`config.mk`:
```
export PLATFORM = sky130hd
export DESIGN_NAME = mem_lsu
export DESIGN_NICKNAME = d
export VERILOG_FILES = /design/src/rtl/mem_lsu.sv
export SDC_FILE = /design/constraint.sdc
export NUM_CORES = 1
export LEC_CHECK = 0
export ABC_AREA = 0
export BUFFER_PORTS_ARGS = -buffer_cell sky130_fd_sc_hd__buf_2
export CELL_PAD_IN_SITES_DETAIL_PLACEMENT = 1
export CELL_PAD_IN_SITES_GLOBAL_PLACEMENT = 2
export CORE_MARGIN = 2
export CORE_UTILIZATION = 31
export CTS_CLUSTER_SIZE = 16
export DETAILED_ROUTE_END_ITERATION = 7
export PLACE_DENSITY = 0.9
export SLEW_MARGIN = 20
export SYNTH_ARGS = -nofsm -noshare
export SYNTH_HDL_FRONTEND = slang
export SYNTH_SLANG_ARGS = --single-unit
```
`constraint.sdc`:
```
create_clock -name clk -period 10.2 [get_ports clk]
set_clock_uncertainty 0.1 [all_clocks]
set_input_delay 2.04 -clock clk [delete_from_list [all_inputs] [get_ports clk]]
set_output_delay 2.04 -clock clk [all_outputs]
set_load 0.005 [all_outputs]
```
`src/rtl/mem_lsu.sv`:
```
// mem_lsu: memory-access stage between ex_mem and mem_wb.
// Decodes loads/stores, issues one byte-enabled request at a time on a
// req/ack data-memory port, aligns and extends load data, and registers every
// result behind a valid/ready output stage.
module mem_lsu #(
  parameter int XLEN   = 32,
  parameter int ADDR_W = 32
) (
  input  logic              clk,
  input  logic              rst,
  // upstream (ex_mem)
  input  logic              valid_i,
  output logic              ready_o,
  input  logic [31:0]       inst_i,
  input  logic [ADDR_W-1:0] instaddr_i,
  input  logic              regs_wen_i,
  input  logic [4:0]        rd_addr_i,
  input  logic [XLEN-1:0]   rd_data_i,
  input  logic [XLEN-1:0]   store_data_i,
  // data memory port
  output logic              dmem_req_o,
  output logic              dmem_we_o,
  output logic [ADDR_W-1:0] dmem_addr_o,
  output logic [XLEN/8-1:0] dmem_be_o,
  output logic [XLEN-1:0]   dmem_wdata_o,
  input  logic              dmem_ack_i,
  input  logic [XLEN-1:0]   dmem_rdata_i,
  // downstream (mem_wb)
  output logic              valid_o,
  input  logic              ready_i,
  output logic [31:0]       inst_o,
  output logic [ADDR_W-1:0] instaddr_o,
  output logic              regs_wen_o,
  output logic [4:0]        rd_addr_o,
  output logic [XLEN-1:0]   rd_data_o,
  output logic              misalign_o
);

  localparam int         NB       = XLEN / 8;
  localparam int         OFF_W    = $clog2(NB);
  localparam bit         IS64     = (XLEN == 64);
  localparam logic [6:0] OP_LOAD  = 7'b0000011;
  localparam logic [6:0] OP_STORE = 7'b0100011;

  typedef enum logic {IDLE, REQ} state_e;
  typedef enum logic [1:0] {SZ_B, SZ_H, SZ_W, SZ_D} size_e;

  state_e state, state_next;

  // ---------------------------------------------------------------------------
  // Decode of the incoming instruction
  // ---------------------------------------------------------------------------
  logic [6:0] opcode;
  logic [2:0] funct3;
  logic       is_load, is_store, f3_legal, mem_op, unsigned_ld, misalign;
  size_e      size;

  // Classify access size/sign and detect misalignment for the current address.
  // NOTE: every variable written in an always_comb gets a default first, so no
  // path can leave it unassigned and infer a latch.
  always_comb begin
    opcode      = inst_i[6:0];
    funct3      = inst_i[14:12];
    is_load     = (opcode == OP_LOAD);
    is_store    = (opcode == OP_STORE);
    size        = SZ_B;
    unsigned_ld = 1'b0;
    f3_legal    = 1'b0;
    case (funct3)
      3'b000: begin size = SZ_B; f3_legal = 1'b1; end
      3'b001: begin size = SZ_H; f3_legal = 1'b1; end
      3'b010: begin size = SZ_W; f3_legal = 1'b1; end
      3'b011: begin size = SZ_D; f3_legal = IS64; end
      3'b100: begin size = SZ_B; unsigned_ld = 1'b1; f3_legal = is_load; end
      3'b101: begin size = SZ_H; unsigned_ld = 1'b1; f3_legal = is_load; end
      3'b110: begin size = SZ_W; unsigned_ld = 1'b1; f3_legal = is_load && IS64; end
      default: ;
    endcase
    mem_op = (is_load || is_store) && f3_legal;
    case (size)
      SZ_H:    misalign = rd_data_i[0];
      SZ_W:    misalign = |rd_data_i[1:0];
      SZ_D:    misalign = |rd_data_i[2:0];
      default: misalign = 1'b0;
    endcase
  end

  // ---------------------------------------------------------------------------
  // Lane placement: byte enables, shifted store data, word-aligned address
  // ---------------------------------------------------------------------------
  logic [OFF_W-1:0]  off;
  logic [NB-1:0]     size_mask, be;
  logic [XLEN-1:0]   wdata;
  logic [ADDR_W-1:0] eff_addr, aligned_addr;

  assign off = rd_data_i[OFF_W-1:0];

  // Contiguous byte mask for the access size, before shifting into its lane.
  always_comb begin
    case (size)
      SZ_B:    size_mask = NB'(1);
      SZ_H:    size_mask = NB'(2'b11);
      SZ_W:    size_mask = NB'(4'hF);
      default: size_mask = '1;
    endcase
  end

  assign be    = size_mask << off;
  assign wdata = store_data_i << {off, 3'b000};

  generate
    if (ADDR_W <= XLEN) begin : g_addr_trunc
      assign eff_addr = rd_data_i[ADDR_W-1:0];
    end else begin : g_addr_ext
      assign eff_addr = {{(ADDR_W-XLEN){1'b0}}, rd_data_i};
    end
  endgenerate

  assign aligned_addr = eff_addr & ~ADDR_W'(NB - 1);

  // ---------------------------------------------------------------------------
  // Control
  // ---------------------------------------------------------------------------
  logic accept, issue, direct, done;

  // Handshake qualifiers and next-state selection.
  always_comb begin
    state_next = state;
    ready_o    = !rst && (state == IDLE) && (!valid_o || ready_i);
    accept     = valid_i && ready_o;
    issue      = accept && mem_op && !misalign;
    direct     = accept && !issue;
    done       = (state == REQ) && dmem_ack_i;
    case (state)
      IDLE:    if (issue) state_next = REQ;
      REQ:     if (dmem_ack_i) state_next = IDLE;
      default: state_next = IDLE;
    endcase
  end

  // State register; reset abandons any outstanding request at once.
  // NOTE: sequential state always uses non-blocking assignments so every
  // register samples pre-edge values regardless of block ordering.
  always_ff @(posedge clk or posedge rst) begin
    if (rst) state <= IDLE;
    else     state <= state_next;
  end

  // ---------------------------------------------------------------------------
  // Request capture: held stable for the whole REQ phase
  // ---------------------------------------------------------------------------
  logic              req_we, req_load, req_unsigned, req_regs_wen;
  logic [ADDR_W-1:0] req_addr, req_instaddr;
  logic [NB-1:0]     req_be;
  logic [XLEN-1:0]   req_wdata, req_rd_data;
  logic [OFF_W-1:0]  req_off;
  size_e             req_size;
  logic [31:0]       req_inst;
  logic [4:0]        req_rd_addr;

  // Latch request and writeback fields when an aligned access is issued.
  always_ff @(posedge clk or posedge rst) begin
    if (rst) begin
      req_we       <= 1'b0;
      req_load     <= 1'b0;
      req_unsigned <= 1'b0;
      req_regs_wen <= 1'b0;
      req_addr     <= '0;
      req_instaddr <= '0;
      req_be       <= '0;
      req_wdata    <= '0;
      req_rd_data  <= '0;
      req_off      <= '0;
      req_size     <= SZ_B;
      req_inst     <= '0;
      req_rd_addr  <= '0;
    end else if (issue) begin
      req_we       <= is_store;
      req_load     <= is_load;
      req_unsigned <= unsigned_ld;
      req_regs_wen <= regs_wen_i && is_load;
      req_addr     <= aligned_addr;
      req_instaddr <= instaddr_i;
      req_be       <= be;
      req_wdata    <= is_store ? wdata : '0;
      req_rd_data  <= rd_data_i;
      req_off      <= off;
      req_size     <= size;
      req_inst     <= inst_i;
      req_rd_addr  <= rd_addr_i;
    end
  end

  assign dmem_req_o   = (state == REQ);
  assign dmem_we_o    = req_we;
  assign dmem_addr_o  = req_addr;
  assign dmem_be_o    = req_be;
  assign dmem_wdata_o = req_wdata;

  // ---------------------------------------------------------------------------
  // Load data alignment and extension
  // ---------------------------------------------------------------------------
  logic [XLEN-1:0] shifted, load_data;

  assign shifted = dmem_rdata_i >> {req_off, 3'b000};

  // Truncate the lane-shifted word to the access size, then extend.
  always_comb begin
    case (req_size)
      SZ_B: load_data = req_unsigned ? XLEN'(shifted[7:0])
                                     : XLEN'($signed(shifted[7:0]));
      SZ_H: load_data = req_unsigned ? XLEN'(shifted[15:0])
                                     : XLEN'($signed(shifted[15:0]));
      SZ_W: load_data = req_unsigned ? XLEN'(shifted[31:0])
                                     : XLEN'($signed(shifted[31:0]));
      default: load_data = shifted;
    endcase
  end

  // ---------------------------------------------------------------------------
  // Output register toward mem_wb
  // ---------------------------------------------------------------------------
  // Load from the direct path or a completed access; otherwise hold or drain.
  always_ff @(posedge clk or posedge rst) begin
    if (rst) begin
      valid_o    <= 1'b0;
      inst_o     <= '0;
      instaddr_o <= '0;
      regs_wen_o <= 1'b0;
      rd_addr_o  <= '0;
      rd_data_o  <= '0;
      misalign_o <= 1'b0;
    end else if (direct) begin
      // Any memory opcode reaching this path (misaligned or illegal funct3)
      // must not write the register file.
      valid_o    <= 1'b1;
      inst_o     <= inst_i;
      instaddr_o <= instaddr_i;
      regs_wen_o <= regs_wen_i && !is_load && !is_store;
      rd_addr_o  <= rd_addr_i;
      rd_data_o  <= rd_data_i;
      misalign_o <= mem_op && misalign;
    end else if (done) begin
      valid_o    <= 1'b1;
      inst_o     <= req_inst;
      instaddr_o <= req_instaddr;
      regs_wen_o <= req_regs_wen;
      rd_addr_o  <= req_rd_addr;
      rd_data_o  <= req_load ? load_data : req_rd_data;
      misalign_o <= 1'b0;
    end else if (ready_i) begin
      valid_o <= 1'b0;
    end
  end

endmodule

```
-- Word level (Yosys, flattened, before mapping)
Cells that the tools add are included.
- equality and inequality tests: 12
- shifts and indexed selects: 3
- multiplexer cells: 28
- bitwise gates (word level): 1
- reductions and logical operators: 32
- operator list (operator ; count):
    two-way mux 32 bit ; 10
    one-hot mux 32 bit (2 select lines) ; 1
    left shift 32 x 5 -> 32 bit ; 1
    >> shifter 32 x 5 -> 32 bit ; 1
    logical AND 1 bit ; 12
    two-way mux 1 bit ; 10
    two-way mux 5 bit ; 2
    equality test 3 bit (second input constant) ; 3
    OR reduction 3 bit ; 3
    one-hot mux 4 bit (2 select lines) ; 1
    OR reduction 2 bit ; 4
    equality test 7 x 2 -> 1 bit (second input constant) ; 1
    equality test 7 x 6 -> 1 bit (second input constant) ; 1
    equality test 3 x 2 -> 1 bit (second input constant) ; 2
    logical NOT 1 bit ; 6
    one-hot mux 2 bit (3 select lines) ; 1
    equality test 2 x 1 -> 1 bit (second input constant) ; 2
    equality test 2 bit (second input constant) ; 2
    logical NOT 2 bit ; 2
    one-hot mux 1 bit (2 select lines) ; 2
    left shift 4 x 2 -> 4 bit ; 1
    equality test 3 x 1 -> 1 bit (second input constant) ; 1
    logical NOT 3 bit ; 1
    one-hot mux 1 bit (3 select lines) ; 1
    other kinds (4) ; 5
- flip-flop bits (word level): 280
- bits of input ports: 171
- output and inout bits: 175
- word-level logic and storage cells: 97

-- Logic depth before layout (Yosys ltp)
Gate-level depths: netlist of run 1.
- word-level depth: 10
- gate-level depth with buffers: 9
- depth with buffers taken out: 5

-- Worst setup path before layout of run 1
No wires, ideal clock.
- path type: input-to-output
- start point: input port ready_i
- end point: output port ready_o
- data arrival time: 2.350 ns
- data required time: 8.060 ns
- setup slack: 5.710 ns
- cell stages on the path: 2
- buffers on the path: 0
- cells stage by stage: nor2b_1 > nor3_1
- longest elaborated chain between the ends: 2
- RTL lines (what ; RTL line ; RTL):
    start: declaration ; 30 ; input logic ready_i,
    logical OR 1 bit ; 129 ; ready_o = !rst && (state == IDLE) && (!valid_o || ready_i);
    logical AND 1 bit ; 129 ;
    end: declaration ; 13 ; output logic ready_o,
Every way passes these cells.

-- Worst setup path in the final report of run 1
Ends and elaborated chain as after synthesis.

==> results.txt, run 1 <==
----------------------------------------------------
[Placement]
  Placement Cell Area ... approximately 13,000 um2
  HPWL after detailed placement ... around 28 mm
  Port Buffers ... ~340
  Final GP Congestion ... 0.921

[Setup path]
  Critical path launch point type ... primary input
  Highest fanout seen on the critical path ... 3
  Endpoint kind of the worst setup timing path ... output pin
  Required time at the worst-slack endpoint ... about 8 ns
  Worst Path Arrival ... 2.65 ns
  Critical path class ... in2out

[Detailed routing]
  Post-route met1 wirelength ... 17.5 mm
  DR WL/cell ... 21.7 um
  Iteration count of the initial detailed-routing pass ... 4
  Number of design rule violations left after detail routing ... 0
  Number of violations reported at the end of detailed-routing iteration 0 ... 565
  Top Metal Used ... met5
  Routed WL ... about 42 mm
  Metal3 WL ... 2.87 mm
  Residual antenna-violating net count after detailed routing ... 0
  Met2 wire length ... 20.4 mm
  Detail-routed via count per cell ... 5.32
  Count of vias placed by the detailed router ... roughly 10,000

[Power]
  Leak Pwr ... 0.00778 uW
  Psw ... between 600 and 700 uW
  Clock network fraction of design power ... 0.418
  Relative contribution of combinational cells to total power ... 0.134
  Switching power as a share of total power ... 0.269
  Sequential share of power ... 0.448
  Power per cell area ... between 150 and 200 nW/um2
  Internal power ... approximately 1800 uW
  Maximum vdd drop ... between 0.0001 and 0.00015 V

[Layout]
  Post-synthesis to final-layout area growth ... 25.7%
  Post-route design area ... ~14,000 um2
  Share of final-layout standard cells stronger than drive strength 1 ... 0.297
  Top library cells by usage in the layout, fill and taps aside ... nand2_1 (385), buf_2 (343), dfrtp_1 (246)
  Net count reported at finish ... between 1,500 and 2,000
  Commonest non-fill, non-tap cell in the layout ... nand2_1

[Floorplan]
  Effective utilization at floorplan ... 0.314
  Placement Rows ... 70
  Area inside the core boundary ... 36,400 um2
  Number of ports placed on the die boundary ... between 300 and 400
  Die Outline Area ... 38,400 um2
  Die height ... ~200 um
  Die boundary width ... 196 um

[STA]
  Worst Tran Pin Value ... about 0.95 ns
  Aggregate negative setup slack ... 0 ns
  Final count of negative-setup-slack endpoints ... 0
  Peak clock frequency supported by timing ... around 0.21 GHz
  Final critical delay including setup and external delays ... approximately 4.8 ns
  Final number of hold-violating endpoints ... 0
  Unrepaired setup endpoints after global routing ... false
  Worst slew margin relative to its limit ... 0.367
  Final worst-path cycle share ... 0.470
  Max-slew violations ... 0

[Synthesis]
  Average instance area after synthesis ... a little under 10 um2
  Synthesis Warnings ... 0
  Largest area contributor in the synthesized netlist ... dfrtp_1
  Unique cell type count in the Yosys netlist ... between 40 and 50
  Cell types occupying the most area after synthesis ... dfrtp_1 (54%), nand2_1 (13%), a221o_1 (9.0%), mux2i_1 (5.3%), and3_1 (4.3%)
  Number of register bits inferred by synthesis ... between 200 and 250
  Sequential-to-total area share from yosys stat ... 0.543
  Async set-or-reset flop fraction in the synthesized netlist ... 1.00
  Cell area after synthesis ... 11,400 um2
  Yosys top cell area share ... 0.543
  Most used flip-flop cell after synthesis ... dfrtp_1
  Number of instances in the synthesized netlist ... approximately 1,200
  Number of synthesized flops with an enable pin ... 0

[Clock network]
  Total setup buffers inserted after CTS ... 0
  Clock-pin slew reported for the worst setup and hold paths after clock tree synthesis ... ~0.05 ns
  Hold-fix buffers at CTS ... 0
  Source-to-sink clock delay at the later pin of the worst-skew pair ... 0.55 ns
  Total clock buffers created by CTS ... 29
  Clock tree from TritonCTS ... yes
  Clock sink count ... 248
  Clock tree root buffer cell ... clkbuf_16
  Number of gates resized after CTS ... 0
  Number of buffers on the longest clock path ... 3
  H-tree depth ... 1

[Worst hold path]
  Worst hold-check path type ... reg2reg

[GRT]
  Maximum number of pins on one net before global-route repair ... 126
  Antenna violations before repair ... 3
  Remaining Overflow, GRT ... 0
  Number of global-route vias before repair ... between 10,000 and 15,000
  All-Layer GR Usage ... 0.216
  Global-route wire length before repair ... 65.2 mm

[Outcome]
  Result of the run ... completed

[Run]
  MaxCap Viol Count ... 0

----------------------------------------------------
-- synth_stat cells (9+ instances only) --
library cell	instances
a221o_1	103
mux2i_1	60
o21ai_0	38
dfrtp_1	248
and3_1	78
buf_6	10
nand2_1	385
nor2_1	24
o221a_2	15
buf_2	31
clkbuf_1	51
nand2b_1	9
nand3_1	17
a21oi_1	11
-- routing by layer --
metal | track usage | vias up
li1 | - | 4640
met1 | 0.279 | 5236
met2 | 0.367 | 362
met3 | 0.0438 | 65
met4 | 0.0609 | 2
met5 | 0 | -
-- state kept, by name, indices dropped and copies added, names as in the netlist, 2 cells and up --
register	count
rd_data_o	32
req_rd_data	32
instaddr_o	32
inst_o	32
req_rd_addr	5
dmem_wdata_o	32
req_size	2
rd_addr_o	5
dmem_be_o	4
req_inst	32
req_instaddr	32
-- path summary, 6_finish.rpt --
| kind | start | endpoint | slack [ns] | depth (start not counted) |
|---|---|---|---|---|
| worst max-delay path | ready_i | ready_o | 5.41 | 4 |
| worst min-delay path | req_inst[18] | req_inst[18] | 0.37 | 2 |
| worst max register to register | valid_o | req_load | 6.79 | 5 |
| worst min register to register | req_inst[18] | req_inst[18] | 0.37 | 2 |
| max in group asynchronous | rst | rd_data_o[15] | 6.92 | 3 |
| min in group asynchronous | rst | rd_data_o[21] | 1.61 | 2 |
-- cell families (layout without fill, tap and decap cells) --
kind of cell | after synthesis | in the layout | share of synthesized area
AND/OR/NAND/NOR | 540 | 540 | 0.207
flip-flops | 248 | 248 | 0.543
AO/OA/AOI/OAI | 201 | 201 | 0.150
buffers and inverters | 100 | 413 | 0.0435
multiplexers | 63 | 63 | 0.0555
other | 1 | 4 | 0.000328
-- power by group through the flow --
stage	clock network [uW]	logic [uW]	registers, uW
3_3_place_gp	0	332	1140
2_1_floorplan	0	156	1140
3_5_place_dp	0	343	1140
6_report	1050	338	1130
5_1_grt	1120	372	1140
4_1_cts	1080	343	1130
-- critical path: stages --
cell     delay [ns]
buf_2          0.10
nor2b_1        0.31
nor3_1         0.07
buf_2          0.14
-- per-stage QoR --
| stage | hold slack, ns | power (uW) | util | setup slack, ns | instances |
|---|---|---|---|---|---|
| after floorplan | 0.325 | 1290 | - | 1.25 | 1154 |
| after global placement | 0.341 | 1470 | 0.367 | 4.56 | 1881 |
| after detailed placement | 0.351 | 1480 | 0.367 | 4.44 | 1881 |
| after CTS | 0.366 | 2550 | 0.393 | 5.03 | 1934 |
| after global routing | 0.390 | 2630 | 0.394 | 5.30 | 1935 |
| final | 0.366 | 2520 | 0.394 | 5.41 | 1937 |
-- area by class of cell --
type	instances	area, um2
fill	4233	22100
antenna	2	5.00
tap	468	586
timing repair buffer	357	1840
inverter	3	18.8
clock buffer	39	823
clock inverter	14	130
sequential	248	6210
multi-input combinational	806	4750
Power figures use the tool's default switching activity.
==> run 2: changes to the inputs <==
==> constraint.sdc (replaced) <==
create_clock -name clk -period 4.43 [get_ports clk]
set_clock_uncertainty 0.1 [all_clocks]
set_input_delay 0.886 -clock clk [delete_from_list [all_inputs] [get_ports clk]]
set_output_delay 0.886 -clock clk [all_outputs]
set_load 0.005 [all_outputs]
==> results.txt, run 2 (synthesis results as in run 1) <==
----------------------------------------------------
[Clock network]
  Hold-fix buffers at CTS ... 0 (unchanged)
  H-tree depth ... 1 (unchanged)
  Number of gates resized after CTS ... 0 (unchanged)
  Clock tree from TritonCTS ... yes (unchanged)
  Total clock buffers created by CTS ... 30 (was 29)
  Clock-pin slew reported for the worst setup and hold paths after clock tree synthesis ... 0.06 ns (was 0.05 ns)
  Source-to-sink clock delay at the later pin of the worst-skew pair ... 0.58 ns (was 0.55 ns)
  Clock sink count ... 248 (unchanged)
  Number of buffers on the longest clock path ... 3 (unchanged)
  Total setup buffers inserted after CTS ... 0 (unchanged)
  Clock tree root buffer cell ... clkbuf_16 (unchanged)

[STA]
  Aggregate negative setup slack ... 0 ns (unchanged)
  Final worst-path cycle share ... 0.696
  Peak clock frequency supported by timing ... about 0.32 GHz
  Smallest hold slack ... 0.367 ns (was 0.366 ns)
  Worst slew margin relative to its limit ... 0.279 (was 0.367)
  Final critical delay including setup and external delays ... between 3 and 4 ns
  Max-slew violations ... 0 (unchanged)
  Post-route worst setup slack ... 1.35 ns (was 5.41 ns)
  Worst Tran Pin Value ... 1.08 ns (was 0.950 ns)
  Final number of hold-violating endpoints ... 0 (unchanged)
  Unrepaired setup endpoints after global routing ... false (unchanged)
  Final count of negative-setup-slack endpoints ... 0 (unchanged)

[GRT]
  Antenna violations before repair ... 5 (was 3)
  Maximum number of pins on one net before global-route repair ... 104 (was 126)
  Number of global-route vias before repair ... 10,700 (was 10,900)
  All-Layer GR Usage ... 0.211 (was 0.216)
  Global-route wire length before repair ... 63.9 mm (was 65.2 mm)
  Remaining Overflow, GRT ... 0 (unchanged)

[Placement]
  Final GP Congestion ... 0.905 (was 0.921)
  Worst slack, placed ... 0.728 ns (was 4.44 ns)
  Port Buffers ... 343 (unchanged)
  HPWL after detailed placement ... 28.5 mm (was 28.4 mm)

[Floorplan]
  Placement Rows ... 70 (unchanged)
  Die Outline Area ... 38,400 um2 (unchanged)
  Number of ports placed on the die boundary ... 346 (unchanged)
  Area inside the core boundary ... 36,400 um2 (unchanged)
  Effective utilization at floorplan ... 0.314 (unchanged)
  Die height ... 196 um (unchanged)
  Die boundary width ... 196 um (unchanged)

[Power]
  Sequential share of power ... 0.435 (was 0.448)
  Leak Pwr ... 0.00789 uW (was 0.00778 uW)
  Internal power ... 4390 uW (was 1840 uW)
  Psw ... 1560 uW (was 678 uW)
  Maximum vdd drop ... 0.000278 V (was 0.000117 V)
  Switching power as a share of total power ... 0.262 (was 0.269)
  Power per cell area ... 407 nW/um2 (was 175 nW/um2)
  Clock network fraction of design power ... 0.434 (was 0.418)
  Relative contribution of combinational cells to total power ... 0.131 (was 0.134)

[Worst hold path]
  Origin of the worst min-delay path ... req_inst[0] (was req_inst[18])
  Number of cells on the worst hold path ... 1 (was 2)
  Capture endpoint of the worst hold path ... req_inst[0] (was req_inst[18])
  Worst hold-check path type ... reg2reg (unchanged)

[Detailed routing]
  DR WL/cell ... 21.1 um (was 21.7 um)
  Count of vias placed by the detailed router ... 10,200 (was 10,300)
  Iteration count of the initial detailed-routing pass ... 5 (was 4)
  Number of violations reported at the end of detailed-routing iteration 0 ... 477 (was 565)
  Routed WL ... 41.2 mm (was 42.0 mm)
  Detail-routed via count per cell ... 5.23 (was 5.32)
  Residual antenna-violating net count after detailed routing ... 0 (unchanged)
  Number of design rule violations left after detail routing ... 0 (unchanged)

[Layout]
  Net count reported at finish ... 1,625 (was 1,616)
  Total area of multi-input combinational cells ... 4750 um2 (unchanged)
  Top library cells by usage in the layout, fill and taps aside ... nand2_1 (385), buf_2 (343), dfrtp_1 (247) (was nand2_1 (385), buf_2 (343), dfrtp_1 (246))
  Share of final-layout standard cells stronger than drive strength 1 ... 0.301 (was 0.297)
  Core utilization of the finished layout ... 0.402 (was 0.394)
  Post-synthesis to final-layout area growth ... 28.1% (was 25.7%)
  Commonest non-fill, non-tap cell in the layout ... nand2_1 (unchanged)
  Area taken by flip-flops and latches ... 6210 um2 (about the same)
  Fill cell instance count of the final layout ... 4,201 (was 4,233)

[Run]
  MaxCap Viol Count ... 0 (unchanged)

[Setup path]
  Required time at the worst-slack endpoint ... 4.78 ns (was 8.06 ns)
  Reg-to-reg startpoint ... req_rd_data[0] (was valid_o)
  Critical path class ... in2reg (was in2out)
  Critical path launch point type ... primary input (unchanged)
  Critical-path cell list ... buf_2, nor4_1, and4_1, o21ai_2, and2_4, buf_16, buf_4, a221o_1 (was buf_2, nor2b_1, nor3_1, buf_2)
  Slack of the worst reg-to-reg path ... 1.68 ns (was 6.79 ns)
  Worst Path Arrival ... 3.44 ns (was 2.65 ns)
  Capturing point of the worst reg2reg path ... rd_data_o[31] (was req_load)
  Highest fanout seen on the critical path ... 51 (was 3)
  R2r worst-path depth ... 6 (was 5)
  Slowest-stage cell, CP ... nor4_1 (was nor2b_1)
  Max incr delay on CP ... 0.60 ns (was 0.31 ns)
  Endpoint kind of the worst setup timing path ... flop (was output pin)

[Outcome]
  Result of the run ... completed (unchanged)

----------------------------------------------------
[run 2: layout make-up]
| cell class | instances | share of cell area |
|---|---|---|
| Antenna cell | 5 | 0.000855 |
| Clock buffer | 42 | 0.0605 |
| Clock inverter | 12 | 0.0116 |
| Inverter | 3 | 0.00103 |
| Multi-Input combinational cell | 806 | 0.324 |
| Sequential cell | 248 | 0.424 |
| Tap cell | 468 | 0.0400 |
| Timing Repair Buffer | 365 | 0.137 |
[run 2: how the worst max path moves through the flow]
| stage | depth (start not counted) | startpoint | slack [ns] | to |
|---|---|---|---|---|
| 4_1_cts | 7 | inst_i[2] | 1.35 | inst_o[3] |
| 3_5_place_dp | 7 | inst_i[2] | 0.73 | inst_o[3] |
| 2_1_floorplan | 1 | rst | 0.18 | dmem_be_o[0] |
| 3_3_place_gp | 7 | inst_i[2] | 0.86 | inst_o[6] |
| 6_report | 8 | inst_i[2] | 1.35 | instaddr_o[25] |
| 5_1_grt | 8 | inst_i[2] | 1.25 | instaddr_o[25] |
[run 2: metal layers]
| layer | routed length (um) | up-vias | track usage |
|---|---|---|---|
| li1 | - | 4670 | - |
| met4 | 1030 | 4 | 0.0578 |
| met1 | 17400 | 5120 | 0.271 |
| met2 | 19600 | 341 | 0.356 |
| met5 | 26 | - | 0 |
| met3 | 3110 | 62 | 0.0521 |
[run 2: stage by stage]
| step | cells | total power (uW) | instance area [um2] |
|---|---|---|---|
| after floorplan | 1154 | 2970 | 11400 |
| after global placement | 1888 | 3400 | 13500 |
| after detailed placement | 1889 | 3420 | 13500 |
| after CTS | 1943 | 6040 | 14600 |
| after global routing | 1945 | 6230 | 14600 |
| final | 1949 | 5960 | 14600 |
[run 2: power by group through the flow]
stage | clock network [uW] | logic, uW | registers [uW]
floorplan | 0 | 359 | 2620
global placement | 0 | 775 | 2620
detailed placement | 0 | 794 | 2620
CTS | 2660 | 795 | 2590
global route | 2760 | 861 | 2610
finish | 2590 | 782 | 2590
[run 2: worst max-delay path: cells and delay by family]
| family | cells | cell delay [ns] |
|---|---|---|
| AOI/OAI and AO/OA | 2 | 0.50 |
| buffers and inverters | 3 | 0.60 |
| and+or+nand+nor | 3 | 1.42 |
==> run 3: changes to the inputs <==
==> constraint.sdc (replaced) <==
create_clock -name clk -period 2.84 [get_ports clk]
set_clock_uncertainty 0.1 [all_clocks]
set_input_delay 0.568 -clock clk [delete_from_list [all_inputs] [get_ports clk]]
set_output_delay 0.568 -clock clk [all_outputs]
set_load 0.005 [all_outputs]
==> results.txt, run 3 (synthesis results as in run 1) <==
----------------------------------------------------
[Outcome]
  Result of the run ... completed (unchanged)

[Setup path]
  Max incr delay on CP ... 0.44 ns (was 0.60 ns)
  Capturing point of the worst reg2reg path ... rd_data_o[28] (was rd_data_o[31])
  Critical path launch point type ... flop (was primary input)
  Critical path class ... reg2reg (was in2reg)
  Worst Path Arrival ... 2.71 ns (was 3.44 ns)
  R2r worst-path depth ... 6 (unchanged)
  Slowest-stage cell, CP ... dfrtp_1 (was nor4_1)
  Endpoint kind of the worst setup timing path ... flop (unchanged)
  Critical-path cell list ... buf_4, nor2_1, a22o_1, o21ai_2, o221a_2, a221o_1 (was buf_2, nor4_1, and4_1, o21ai_2, and2_4, buf_16, buf_4, a221o_1)
  Slack of the worst reg-to-reg path ... 0.45 ns (was 1.68 ns)
  Termination of the worst setup path ... rd_data_o[28] (was instaddr_o[25])
  Required time at the worst-slack endpoint ... 3.17 ns (was 4.78 ns)
  Critical Path Source ... req_rd_data[0] (was inst_i[2])
  Reg-to-reg startpoint ... req_rd_data[0] (unchanged)
  Highest fanout seen on the critical path ... 15 (was 51)

[GRT]
  Number of global-route vias before repair ... 11,000 (was 10,700)
  Antenna violations before repair ... 7 (was 5)
  Global-route wire length before repair ... 65.3 mm (was 63.9 mm)
  All-Layer GR Usage ... 0.216 (was 0.211)
  Remaining Overflow, GRT ... 0 (unchanged)
  Maximum number of pins on one net before global-route repair ... 117 (was 104)

[Clock network]
  Clock-pin slew reported for the worst setup and hold paths after clock tree synthesis ... 0.06 ns (about the same)
  Source-to-sink clock delay at the later pin of the worst-skew pair ... 0.54 ns (was 0.58 ns)
  Number of buffers on the longest clock path ... 3 (unchanged)
  Total clock buffers created by CTS ... 30 (unchanged)
  Clock tree root buffer cell ... clkbuf_16 (unchanged)
  Total setup buffers inserted after CTS ... 0 (unchanged)
  Clock sink count ... 248 (unchanged)
  Clock tree from TritonCTS ... yes (unchanged)
  H-tree depth ... 1 (unchanged)

[STA]
  Final critical delay including setup and external delays ... ~2.4 ns
  Worst slew margin relative to its limit ... 0.519 (was 0.279)
  Worst Tran Pin Value ... 0.721 ns (was 1.08 ns)
  Final count of negative-setup-slack endpoints ... 0 (unchanged)
  Final worst-path cycle share ... 0.841
  Max-slew violations ... 0 (unchanged)
  Peak clock frequency supported by timing ... roughly 0.42 GHz
  Unrepaired setup endpoints after global routing ... false (unchanged)
  Final number of hold-violating endpoints ... 0 (unchanged)

[Detailed routing]
  Detail-routed via count per cell ... 5.26 (was 5.23)
  Number of design rule violations left after detail routing ... 0 (unchanged)
  DR WL/cell ... 21.4 um (was 21.1 um)
  Iteration count of the initial detailed-routing pass ... 5 (unchanged)
  Residual antenna-violating net count after detailed routing ... 0 (unchanged)
  Count of vias placed by the detailed router ... 10,300 (was 10,200)
  Routed WL ... 42.0 mm (was 41.2 mm)
  Number of violations reported at the end of detailed-routing iteration 0 ... 504 (was 477)

[Layout]
  Post-synthesis to final-layout area growth ... 29.0% (was 28.1%)
  Top library cells by usage in the layout, fill and taps aside ... nand2_1 (385), buf_2 (343), dfrtp_1 (247) (unchanged)
  Core utilization of the finished layout ... 0.405 (was 0.402)
  Share of final-layout standard cells stronger than drive strength 1 ... 0.306 (was 0.301)
  Commonest non-fill, non-tap cell in the layout ... nand2_1 (unchanged)
  Post-route non-filler standard cell count ... 1,960 (was 1,949)
  Net count reported at finish ... 1,640 (was 1,625)
  Fill cell instance count of the final layout ... 4,246 (was 4,201)
  Post-route design area ... 14,700 um2 (was 14,600 um2)

[Run]
  MaxCap Viol Count ... 0 (unchanged)

[Placement]
  Dpl cells ... 1,904 (was 1,889)
  Placement Cell Area ... 13,700 um2 (was 13,500 um2)
  Port Buffers ... 343 (unchanged)
  HPWL after detailed placement ... 29.1 mm (was 28.5 mm)
  Final GP Congestion ... 0.878 (was 0.905)

[Floorplan]
  Die boundary width ... 196 um (unchanged)
  Die Outline Area ... 38,400 um2 (unchanged)
  Number of ports placed on the die boundary ... 346 (unchanged)
  Die height ... 196 um (unchanged)
  Placement Rows ... 70 (unchanged)
  Effective utilization at floorplan ... 0.314 (unchanged)
  Area inside the core boundary ... 36,400 um2 (unchanged)

[Worst hold path]
  Worst hold-check path type ... in2reg (was reg2reg)

[Power]
  Maximum vdd drop ... 0.000407 V (was 0.000278 V)
  Leak Pwr ... 0.00797 uW (was 0.00789 uW)
  Pwr Total ... 9380 uW (was 5960 uW)
  Power per cell area ... 636 nW/um2 (was 407 nW/um2)

----------------------------------------------------
run 3: changes by cell type in the layout (fill, tap and decap cells not counted), sizes merged:
| cell | previous run | this run |
|---|---|---|
| buf | 365 | 379 |
| diode | 5 | 3 |
| bufinv | 3 | 5 |
| inv | 1 | 2 |
| clkinvlp | 5 | 1 |
| dlygate4sd3 | 0 | 1 |
| clkbuf | 42 | 41 |
run 3: worst min-delay path by stage:
stage,endpoint,cells after the start,start
after floorplan,req_inst[0],1,req_inst[0]
after global placement,req_inst[1],1,req_inst[1]
after detailed placement,req_inst[0],1,req_inst[0]
after CTS,req_rd_data[6],3,rd_data_i[6]
after global routing,req_rd_data[15],3,rd_data_i[15]
final,req_inst[10],3,inst_i[10]
run 3: cell type report:
cell class                 instances  area (um2)  share of cell area
inverter                           3        15.0             0.00102
antenna                            3        7.51            0.000509
multi-input combinational        806        4750               0.322
timing repair buffer             380        2120               0.144
sequential                       248        6210               0.421
tap                              468         586              0.0397
clock buffer                      41         863              0.0586
clock inverter                    11         190              0.0129
run 3: metal layers:
metal  routed length [um]  track usage  up-vias
met5                   57            0        -
met4                 1010       0.0567        8
met3                 3270       0.0603       66
met2                19900        0.355      367
met1                17800        0.281     5188
li1                     -            -     4678
run 3: worst max-delay path, delay by kind of cell, from the launching register on:
kind | cells | cell delay, ns
AOI/OAI and AO/OA | 4 | 1.07
buffers and inverters | 1 | 0.22
DFF | 1 | 0.44
and+or+nand+nor | 1 | 0.43
run 3: through the flow:
step	setup slack (ns)	TNS, ns	hold WS (ns)
detailed placement	-0.0426	-0.845	0.344
floorplan	-1.09	-269.76	0.325
finish	0.452	0	0.131
global route	0.283	0	0.119
CTS	0.463	0	0.102
global placement	-0.0167	-0.725	0.342
run 3: power breakdown:
| group | leakage [uW] | switching (uW) | internal (uW) |
|---|---|---|---|
| combinational | 0.00416 | 660 | 586 |
| clock | 0.000520 | 1530 | 2560 |
| sequential | 0.00329 | 204 | 3840 |
run 3: repair_timing:
item,CTS,global route
hold buffers,1,0
resized for setup,0,0
hold endpoints to repair,4,0
